===== src/rtl/lab3_sweep.sv =====
// lab3_sweep: truth-table sweeper for the lab3 gate block.
// Steps the stimulus vector through every input combination in counting
// order, holds each one for HOLD_CYCLES cycles, samples the gate response
// on the last cycle of the hold, and keeps the full response table on
// its output for display. `table` is a reserved word in SystemVerilog, so
// the captured table is exposed as resp_table.
module lab3_sweep #(
  parameter int N_IN        = 2,
  parameter int N_OUT       = 3,
  parameter int HOLD_CYCLES = 4
) (
  input  logic                         clk,
  input  logic                         rst,
  input  logic                         start,
  input  logic [N_OUT-1:0]             resp,
  output logic [N_IN-1:0]              vec,
  output logic [N_IN-1:0]              idx,
  output logic                         busy,
  output logic                         done,
  output logic [(2**N_IN)*N_OUT-1:0]   resp_table
);

  localparam int DEPTH   = 2 ** N_IN;
  localparam int TBL_W   = DEPTH * N_OUT;
  localparam int TIMER_W = (HOLD_CYCLES > 1) ? $clog2(HOLD_CYCLES) : 1;

  localparam logic [N_IN-1:0]    IDX_LAST   = '1;
  localparam logic [TIMER_W-1:0] TIMER_LAST = TIMER_W'(HOLD_CYCLES - 1);

  typedef enum logic [1:0] {
    S_IDLE = 2'd0,
    S_RUN  = 2'd1,
    S_DONE = 2'd2
  } state_t;

  state_t               state_q, state_d;
  logic [N_IN-1:0]      vec_q,   vec_d;
  logic [N_IN-1:0]      idx_q,   idx_d;
  logic [TIMER_W-1:0]   timer_q, timer_d;
  logic                 busy_q,  busy_d;
  logic                 done_q,  done_d;
  logic [TBL_W-1:0]     table_q, table_d;

  // Next-state logic: start handshake, hold timer, sample and advance.
  always_comb begin
    state_d = state_q;
    vec_d   = vec_q;
    idx_d   = idx_q;
    timer_d = timer_q;
    busy_d  = busy_q;
    done_d  = done_q;
    table_d = table_q;

    case (state_q)
      S_IDLE: begin
        done_d = 1'b0;
        // The table is only cleared when a new sweep is accepted, so a
        // finished table stays on the LEDs indefinitely.
        if (start) begin
          state_d = S_RUN;
          table_d = '0;
          idx_d   = '0;
          vec_d   = '0;
          timer_d = '0;
          busy_d  = 1'b1;
        end
      end

      S_RUN: begin
        if (timer_q != TIMER_LAST) begin
          timer_d = timer_q + 1'b1;
        end else begin
          // Last cycle of the hold: resp has had HOLD_CYCLES-1 full
          // cycles to settle since vec changed.
          for (int i = 0; i < DEPTH; i++) begin
            if (idx_q == N_IN'(i)) begin
              table_d[i*N_OUT +: N_OUT] = resp;
            end
          end
          timer_d = '0;
          if (idx_q == IDX_LAST) begin
            // Stop on the last index; idx/vec never wrap.
            state_d = S_DONE;
            busy_d  = 1'b0;
            done_d  = 1'b1;
            vec_d   = '0;
          end else begin
            idx_d = idx_q + 1'b1;
            vec_d = idx_q + 1'b1;
          end
        end
      end

      S_DONE: begin
        // One-cycle done pulse; start is not queued here.
        state_d = S_IDLE;
        done_d  = 1'b0;
      end

      default: begin
        state_d = S_IDLE;
        busy_d  = 1'b0;
        done_d  = 1'b0;
        vec_d   = '0;
      end
    endcase
  end

  // State and output registers; reset clears everything immediately.
  always_ff @(posedge clk or posedge rst) begin
    if (rst) begin
      state_q <= S_IDLE;
      vec_q   <= '0;
      idx_q   <= '0;
      timer_q <= '0;
      busy_q  <= 1'b0;
      done_q  <= 1'b0;
      table_q <= '0;
    end else begin
      state_q <= state_d;
      vec_q   <= vec_d;
      idx_q   <= idx_d;
      timer_q <= timer_d;
      busy_q  <= busy_d;
      done_q  <= done_d;
      table_q <= table_d;
    end
  end

  assign vec        = vec_q;
  assign idx        = idx_q;
  assign busy       = busy_q;
  assign done       = done_q;
  assign resp_table = table_q;

endmodule


===== config.mk =====
export PLATFORM = sky130hd
export DESIGN_NAME = lab3_sweep
export DESIGN_NICKNAME = d
export VERILOG_FILES = /design/src/rtl/lab3_sweep.sv
export SDC_FILE = /design/constraint.sdc
export NUM_CORES = 1
export LEC_CHECK = 0
export ABC_AREA = 1
export CAP_MARGIN = 25
export CELL_PAD_IN_SITES_DETAIL_PLACEMENT = 0
export CELL_PAD_IN_SITES_GLOBAL_PLACEMENT = 1
export CORE_ASPECT_RATIO = 1.75
export CORE_MARGIN = 2
export CORE_UTILIZATION = 35
export CTS_CLUSTER_DIAMETER = 120
export DETAILED_ROUTE_END_ITERATION = 10
export GPL_ROUTABILITY_DRIVEN = 0
export PLACE_DENSITY = 0.81
export RECOVER_POWER = 25
export SLEW_MARGIN = 20
export SYNTH_ARGS = -nofsm -noshare
export SYNTH_HDL_FRONTEND = slang
export SYNTH_SLANG_ARGS = --single-unit

===== constraint.sdc =====
create_clock -name clk -period 1.4 [get_ports clk]
set_input_delay 0.21 -clock clk [delete_from_list [all_inputs] [get_ports clk]]
set_output_delay 0.21 -clock clk [all_outputs]
set_load 0.03 [all_outputs]

==> run_summary.xml, run 1 <==
<?xml version="1.0" encoding="UTF-8"?>
<metrics>
  <group name="sta">
    <metric name="worst_clock_skew" unit="ps">4.31</metric>
    <metric name="postLayoutSetupSlackWorst" unit="ps">95.6</metric>
    <metric name="grt_setup_unrepaired" unit="">no</metric>
    <metric name="tightestPinTransition" unit="ps">562</metric>
    <metric name="fmax" unit="GHz">0.767</metric>
    <metric name="post_layout_min_period" unit="ps">1300</metric>
    <metric name="setup-violations-final" unit="">0</metric>
    <metric name="max_transition_margin" unit="">0.625</metric>
    <metric name="finalHoldViolations" unit="">0</metric>
    <metric name="min_period_over_period" unit="">0.932</metric>
    <metric name="pins_over_their_slew_limit" unit="">0</metric>
    <metric name="timing.setup.tns" unit="ps">0</metric>
  </group>
  <group name="floorplan">
    <metric name="row_count" unit="">26</metric>
    <metric name="die_area" unit="um2">3460</metric>
    <metric name="chipHeight" unit="um">76.3</metric>
    <metric name="initial_core_util" unit="">0.361</metric>
    <metric name="boundaryPins" unit="">24</metric>
    <metric name="floorplan.die.width" unit="um">45.3</metric>
    <metric name="coreArea" unit="um2">2900</metric>
  </group>
  <group name="worst_setup_path">
    <metric name="cp.arrival" unit="ps">1500</metric>
    <metric name="setup.worst_path.end_class" unit="">flip-flop</metric>
    <metric name="worst-endpoint-required" unit="ps">1600</metric>
    <metric name="start_kind" unit="">flip-flop</metric>
    <metric name="worst_r2r_path_depth" unit="">7</metric>
    <metric name="rr_endpoint" unit="">resp_table[4]$_DFFE_PP0P_</metric>
    <metric name="worstSetupPathType" unit="">reg -&gt; reg</metric>
    <metric name="timing.rr.start" unit="">timer_q[0]$_DFFE_PP0P_</metric>
    <metric name="critPathMaxFanout" unit="">12</metric>
    <metric name="regToRegSetupSlack" unit="ps">100</metric>
  </group>
  <group name="clocking">
    <metric name="cts_buffers" unit="">3</metric>
    <metric name="ctsLongestPathBuffers" unit="">2</metric>
    <metric name="count_of_hold_fix_buffers_inserted_at_cts" unit="">0</metric>
    <metric name="worstSkewPairLatency" unit="ps">250</metric>
    <metric name="post_cts_buffers" unit="">0</metric>
    <metric name="cts_num_sinks" unit="">22</metric>
    <metric name="htree_levels" unit="">1</metric>
    <metric name="clockRootBuffer" unit="">clkbuf_8</metric>
    <metric name="worst_setup_hold_path_clk_slew" unit="ps">70</metric>
    <metric name="tritoncts" unit="">yes</metric>
  </group>
  <group name="synthesis">
    <metric name="synth.distinct_cells" unit="">15</metric>
    <metric name="post_synth_inst_count" unit="">123</metric>
    <metric name="postSynthNetCount" unit="">134</metric>
    <metric name="post_synth.cell_area_avg" unit="um2">8.50</metric>
    <metric name="synth.cell_area" unit="um2">1050</metric>
    <metric name="synth_sequential_area_ratio" unit="">0.526</metric>
    <metric name="post_synth_main_area_contributors" unit="">dfrtp_1 53%, nand2_1 17%, nand4_1 6.6%, ha_1 6.0%, nand3_1 4.3%</metric>
    <metric name="synth_largest_type_area_fraction" unit="">0.526</metric>
    <metric name="yosys_warnings" unit="">0</metric>
    <metric name="synth_seq_cells" unit="">22</metric>
    <metric name="synthDominantAreaCellType" unit="">dfrtp_1</metric>
  </group>
  <group name="placed_design">
    <metric name="hpwl" unit="um">1650</metric>
    <metric name="post_dp_cell_area" unit="um2">1330</metric>
    <metric name="place_ws" unit="ps">39.4</metric>
    <metric name="port_buffers" unit="">23</metric>
  </group>
  <group name="power">
    <metric name="power_density" unit="nW/um2">2250</metric>
    <metric name="combinationalPowerShare" unit="">0.530</metric>
    <metric name="static-leakage-power" unit="nW">0.768</metric>
    <metric name="share_clk_of_total_power" unit="">0.123</metric>
    <metric name="power.switching_fraction" unit="">0.463</metric>
    <metric name="switchingPower" unit="mW">1.41</metric>
    <metric name="power.ir.vdd_worst" unit="mV">0.973</metric>
    <metric name="power_report.internal_total" unit="mW">1.64</metric>
    <metric name="power.sequential.fraction" unit="">0.347</metric>
  </group>
  <group name="worst_hold_path">
    <metric name="hold_path_end" unit="">resp_table[9]$_DFFE_PP0P_</metric>
    <metric name="holdPathStages" unit="">2</metric>
    <metric name="worst_hold_path_type" unit="">reg -&gt; reg</metric>
    <metric name="worstHoldStart" unit="">resp_table[9]$_DFFE_PP0P_</metric>
  </group>
  <group name="global_routing">
    <metric name="grt_pass1_vias" unit="">837</metric>
    <metric name="initial_antenna_violation_count" unit="">0</metric>
    <metric name="global_route.overflow_total" unit="">0</metric>
    <metric name="first_pass_grt_wire_length" unit="um">3590</metric>
    <metric name="grt_max_degree" unit="">23</metric>
    <metric name="total_track_usage" unit="">0.136</metric>
  </group>
  <group name="detailed_routing">
    <metric name="routed_via_density" unit="">4.84</metric>
    <metric name="num_vias" unit="">871</metric>
    <metric name="drc" unit="">0</metric>
    <metric name="drt_pass1_iterations" unit="">4</metric>
    <metric name="drt-total-wl" unit="um">2100</metric>
    <metric name="postRouteAntennaNets" unit="">0</metric>
    <metric name="wire_per_inst" unit="um">11.7</metric>
    <metric name="drt_iter0_markers" unit="">18</metric>
  </group>
  <group name="outcome">
    <metric name="status" unit="">completed</metric>
  </group>
  <group name="final_layout">
    <metric name="num-nets-final" unit="">165</metric>
    <metric name="areaGrowthSynthToFinish" unit="%">29.8</metric>
    <metric name="area_of_all_placed_cells_without_fillers" unit="um2">1360</metric>
    <metric name="antennaDiodeCount" unit="">0</metric>
    <metric name="drive_gt1_frac" unit="">0.105</metric>
    <metric name="final_core_utilization" unit="">0.469</metric>
  </group>
  <group name="run">
    <metric name="max_cap_violations" unit="">0</metric>
  </group>
</metrics>
[power by group through the flow]
stage          registers [mW]  logic, mW  clock network [mW]
3_3_place_gp             1.07       1.75                   0
6_report                 1.06       1.62               0.375
4_1_cts                  1.06       1.62               0.391
2_1_floorplan            1.49      0.700                   0
3_5_place_dp             1.08       1.77                   0
5_1_grt                  1.10       1.80               0.420
[synthesized netlist by cell type]
| library cell | instances |
|---|---|
| buf_2 | 1 |
| buf_6 | 1 |
| clkinv_1 | 1 |
| dfrtp_1 | 22 |
| ha_1 | 5 |
| inv_1 | 11 |
| inv_2 | 2 |
| nand2_1 | 46 |
| nand2_2 | 4 |
| nand3_1 | 9 |
| nand4_1 | 11 |
| nor2_1 | 5 |
| nor2_4 | 1 |
| o21a_1 | 1 |
| o21ai_1 | 3 |
[final cells by class]
class / instances / area (um2)
Fill cell: 291 / 1540
Sequential cell: 22 / 551
Multi-Input combinational cell: 85 / 432
Timing Repair Buffer: 28 / 246
Inverter: 14 / 52.6
Clock buffer: 3 / 41.3
Tap cell: 28 / 35.0
[repair_timing]
action                                  4_1_cts  5_1_grt
pin swaps                                     0        0
endpoints found under the setup margin       18        9
gates resized for setup                      18        2
[how the worst max path moves through the flow]
stage                                 from                   endpoint  cells past startpoint
finish              timer_q[0]$_DFFE_PP0P_  resp_table[4]$_DFFE_PP0P_                      7
CTS                 timer_q[0]$_DFFE_PP0P_  resp_table[4]$_DFFE_PP0P_                      7
global placement    timer_q[0]$_DFFE_PP0P_  resp_table[8]$_DFFE_PP0P_                      7
floorplan               idx[0]$_DFFE_PP0P_  resp_table[0]$_DFFE_PP0P_                      7
global route        timer_q[0]$_DFFE_PP0P_  resp_table[7]$_DFFE_PP0P_                      7
detailed placement  timer_q[0]$_DFFE_PP0P_  resp_table[4]$_DFFE_PP0P_                      7
[routing by layer]
| metal | routed length (um) | up-vias | track usage |
|---|---|---|---|
| li1 | - | 455 | - |
| met4 | 27 | 0 | 0.0618 |
| met3 | 69 | 2 | 0.0237 |
| met5 | 0 | - | 0 |
| met2 | 1110 | 16 | 0.223 |
| met1 | 891 | 398 | 0.166 |
[cell usage in the layout (no fill, tap or decap), drive strengths merged]
cell type,n
buf,4
clkbuf,4
clkdlybuf4s50,4
clkinv,1
dfrtp,22
dlygate4sd2,18
dlygate4sd3,1
ha,5
inv,13
nand2,50
nand3,9
nand4,11
nor2,6
o21a,1
o21ai,3
[cells by family (layout without fill, tap and decap cells)]
family,after synthesis,count (layout),share of synthesized area
compound gates,4,4,0.0215
simple gates,76,76,0.327
fa+ha+maj,5,5,0.0598
buf+inv,16,45,0.0658
flops,22,22,0.526
[critical path: stages, from the launching register on]
cell and delay [ps]:
dfrtp_1 400, ha_1 210, inv_1 90, nand3_2 110
buf_6 170, nand3_1 130, nand2_1 70, nand2_1 60
[flip-flops by register name, indices dropped and copies added, names as in the netlist]
name and cells:
done 1, state_q 2, timer_q 2, idx 2, busy 1, resp_table 12
vec 2
[metrics by stage]
stage	instances	hold slack, ps	total power [mW]
3_5_place_dp	177	463	2.85
2_1_floorplan	123	199	2.19
6_report	180	471	3.05
4_1_cts	180	295	3.08
3_3_place_gp	177	454	2.81
5_1_grt	180	501	3.32
No activity file was read; power rests on OpenSTA's default activity.
==> inputs of run 2 (changes only) <==
Settings changed: CORE_ASPECT_RATIO 1.75 to 0.5, SLEW_MARGIN 20 to 25.
==> run 2 against run 1 <==
  * Register-to-register slack hardly changed
  * Critical path depth is 6 lower
  * Global-route usage is 0.11 points lower
  * Final cell count is 6.1% higher
==> run_summary.xml, run 2 (synthesis results as in run 1) <==
<?xml version="1.0" encoding="UTF-8"?>
<metrics>
  <group name="power">
    <metric name="power.ir.vdd_worst" unit="mV">0.809</metric>
    <metric name="static-leakage-power" unit="nW">0.781</metric>
    <metric name="power_density" unit="nW/um2">2260</metric>
  </group>
  <group name="sta">
    <metric name="post_layout_min_period" unit="ps">1310</metric>
    <metric name="setup-violations-final" unit="">0</metric>
    <metric name="timing.hold.ws" unit="ps">470</metric>
    <metric name="fmax" unit="GHz">0.765</metric>
    <metric name="tightestPinTransition" unit="ps">539</metric>
    <metric name="pins_over_their_slew_limit" unit="">0</metric>
    <metric name="min_period_over_period" unit="">0.934</metric>
    <metric name="max_transition_margin" unit="">0.641</metric>
    <metric name="finalHoldViolations" unit="">0</metric>
    <metric name="grt_setup_unrepaired" unit="">no</metric>
    <metric name="timing.setup.tns" unit="ps">0</metric>
    <metric name="worst_clock_skew" unit="ps">2.47</metric>
  </group>
  <group name="worst_setup_path">
    <metric name="setup.worst_path.end_class" unit="">primary output</metric>
    <metric name="cp_top_family" unit="">flip-flops</metric>
    <metric name="worstSetupPathType" unit="">reg -&gt; out</metric>
    <metric name="path_cells" unit="">dlygate4sd2_1</metric>
    <metric name="cp.arrival" unit="ps">1100</metric>
    <metric name="critPathMaxFanout" unit="">5</metric>
    <metric name="critical_path.max_stage_delay" unit="ps">420</metric>
    <metric name="regToRegSetupSlack" unit="ps">100</metric>
    <metric name="critPathSlowestCell" unit="">dfrtp_1</metric>
    <metric name="start_kind" unit="">flip-flop</metric>
    <metric name="bufs_and_invs_on_worst_path" unit="">1</metric>
    <metric name="worst-endpoint-required" unit="ps">1190</metric>
  </group>
  <group name="final_layout">
    <metric name="combined_area_of_the_multi_input_logic_cells" unit="um2">437</metric>
    <metric name="antennaDiodeCount" unit="">0</metric>
    <metric name="largest_reg_flops" unit="">12</metric>
    <metric name="areaGrowthSynthToFinish" unit="%">33.4</metric>
    <metric name="num-nets-final" unit="">166</metric>
    <metric name="fill_cells" unit="">271</metric>
    <metric name="final_core_utilization" unit="">0.514</metric>
    <metric name="final-seq-area" unit="um2">551</metric>
    <metric name="layout_common_cells" unit="">46 x nand2_1, 22 x dfrtp_1, 18 x dlygate4sd2_1</metric>
    <metric name="mostFrequentLayoutCell" unit="">nand2_1</metric>
    <metric name="drive_gt1_frac" unit="">0.123</metric>
  </group>
  <group name="clocking">
    <metric name="cts_buffers" unit="">3</metric>
    <metric name="tritoncts" unit="">yes</metric>
    <metric name="htree_levels" unit="">1</metric>
    <metric name="post_cts_buffers" unit="">0</metric>
    <metric name="worst_setup_hold_path_clk_slew" unit="ps">80</metric>
    <metric name="cts_num_sinks" unit="">22</metric>
    <metric name="clockRootBuffer" unit="">clkbuf_8</metric>
    <metric name="worstSkewPairLatency" unit="ps">260</metric>
    <metric name="ctsLongestPathBuffers" unit="">2</metric>
  </group>
  <group name="global_routing">
    <metric name="total_track_usage" unit="">0.135</metric>
    <metric name="first_pass_grt_wire_length" unit="um">3530</metric>
    <metric name="global_route.overflow_total" unit="">0</metric>
    <metric name="initial_antenna_violation_count" unit="">0</metric>
    <metric name="grt_pass1_vias" unit="">781</metric>
    <metric name="grt_max_degree" unit="">23</metric>
  </group>
  <group name="detailed_routing">
    <metric name="postRouteAntennaNets" unit="">0</metric>
    <metric name="num_vias" unit="">868</metric>
    <metric name="drc" unit="">0</metric>
    <metric name="wire_per_inst" unit="um">11.0</metric>
    <metric name="drt-total-wl" unit="um">2110</metric>
    <metric name="drt_pass1_iterations" unit="">4</metric>
    <metric name="routed_via_density" unit="">4.54</metric>
    <metric name="drt_iter0_markers" unit="">33</metric>
  </group>
  <group name="floorplan">
    <metric name="coreArea" unit="um2">2720</metric>
    <metric name="initial_core_util" unit="">0.385</metric>
    <metric name="row_count" unit="">13</metric>
    <metric name="boundaryPins" unit="">24</metric>
    <metric name="floorplan.die.width" unit="um">81.3</metric>
    <metric name="chipHeight" unit="um">42.7</metric>
    <metric name="die_area" unit="um2">3470</metric>
  </group>
  <group name="worst_hold_path">
    <metric name="worst_hold_path_type" unit="">reg -&gt; reg</metric>
  </group>
  <group name="placed_design">
    <metric name="port_buffers" unit="">23</metric>
    <metric name="hpwl" unit="um">1570</metric>
  </group>
  <group name="run">
    <metric name="max_cap_violations" unit="">0</metric>
  </group>
  <group name="outcome">
    <metric name="status" unit="">completed</metric>
  </group>
</metrics>
[run 2: power breakdown]
part | switching (mW) | internal [mW] | total (mW) | leakage [nW]
Clock | 0.203 | 0.251 | 0.454 | 0.0288
Sequential | 0.155 | 0.898 | 1.05 | 0.277
Combinational | 1.09 | 0.558 | 1.64 | 0.475
Total | 1.44 | 1.71 | 3.15 | 0.781
[run 2: metal layers]
metal | GRT usage | wire [um] | part of all wire | up-vias
li1 | - | - | - | 460
met3 | 0.0447 | 82 | 0.039 | 4
met5 | 0 | 0 | 0 | -
met4 | 0.0407 | 20 | 0.0095 | 0
met1 | 0.199 | 1150 | 0.55 | 390
met2 | 0.185 | 854 | 0.41 | 14
[run 2: worst paths after layout]
check,to,start,cells after the start
max,idx[0],idx[0]$_DFFE_PP0P_,1
min,vec[0]$_DFFE_PP0P_,vec[0]$_DFFE_PP0P_,2
max reg2reg,resp_table[2]$_DFFE_PP0P_,timer_q[0]$_DFFE_PP0P_,7
min reg2reg,vec[0]$_DFFE_PP0P_,vec[0]$_DFFE_PP0P_,2
max in group asynchronous,vec[0]$_DFFE_PP0P_,rst,3
min in group asynchronous,resp_table[0]$_DFFE_PP0P_,rst,3
[run 2: layout make-up]
| class | instances | area share |
|---|---|---|
| sequential | 22 | 0.395 |
| multi-input combinational | 85 | 0.313 |
| timing repair buffer | 29 | 0.182 |
| clock buffer | 4 | 0.0395 |
| inverter | 14 | 0.0377 |
| tap | 37 | 0.0332 |
[run 2: what timing repair did]
item	CTS	global route
hold endpoints to repair	0	0
resized for setup	18	3
setup endpoints to repair	18	9
hold buffers	0	0
[run 2: through the flow]
step	instance area (um2)	cells	total power [mW]	setup WS (ps)
2_1_floorplan	1050	123	2.19	115
3_3_place_gp	1350	187	2.82	70.5
3_5_place_dp	1350	187	2.85	63.4
4_1_cts	1380	191	3.15	35.1
5_1_grt	1400	191	3.42	5.06
6_report	1400	191	3.15	92.3
==> inputs of run 3 (changes only) <==
Settings changed: ABC_CLOCK_PERIOD_IN_PS set to 1400.
==> results of run 3 <==
The final DEF is identical to that of run 2; final timing and power are the same.
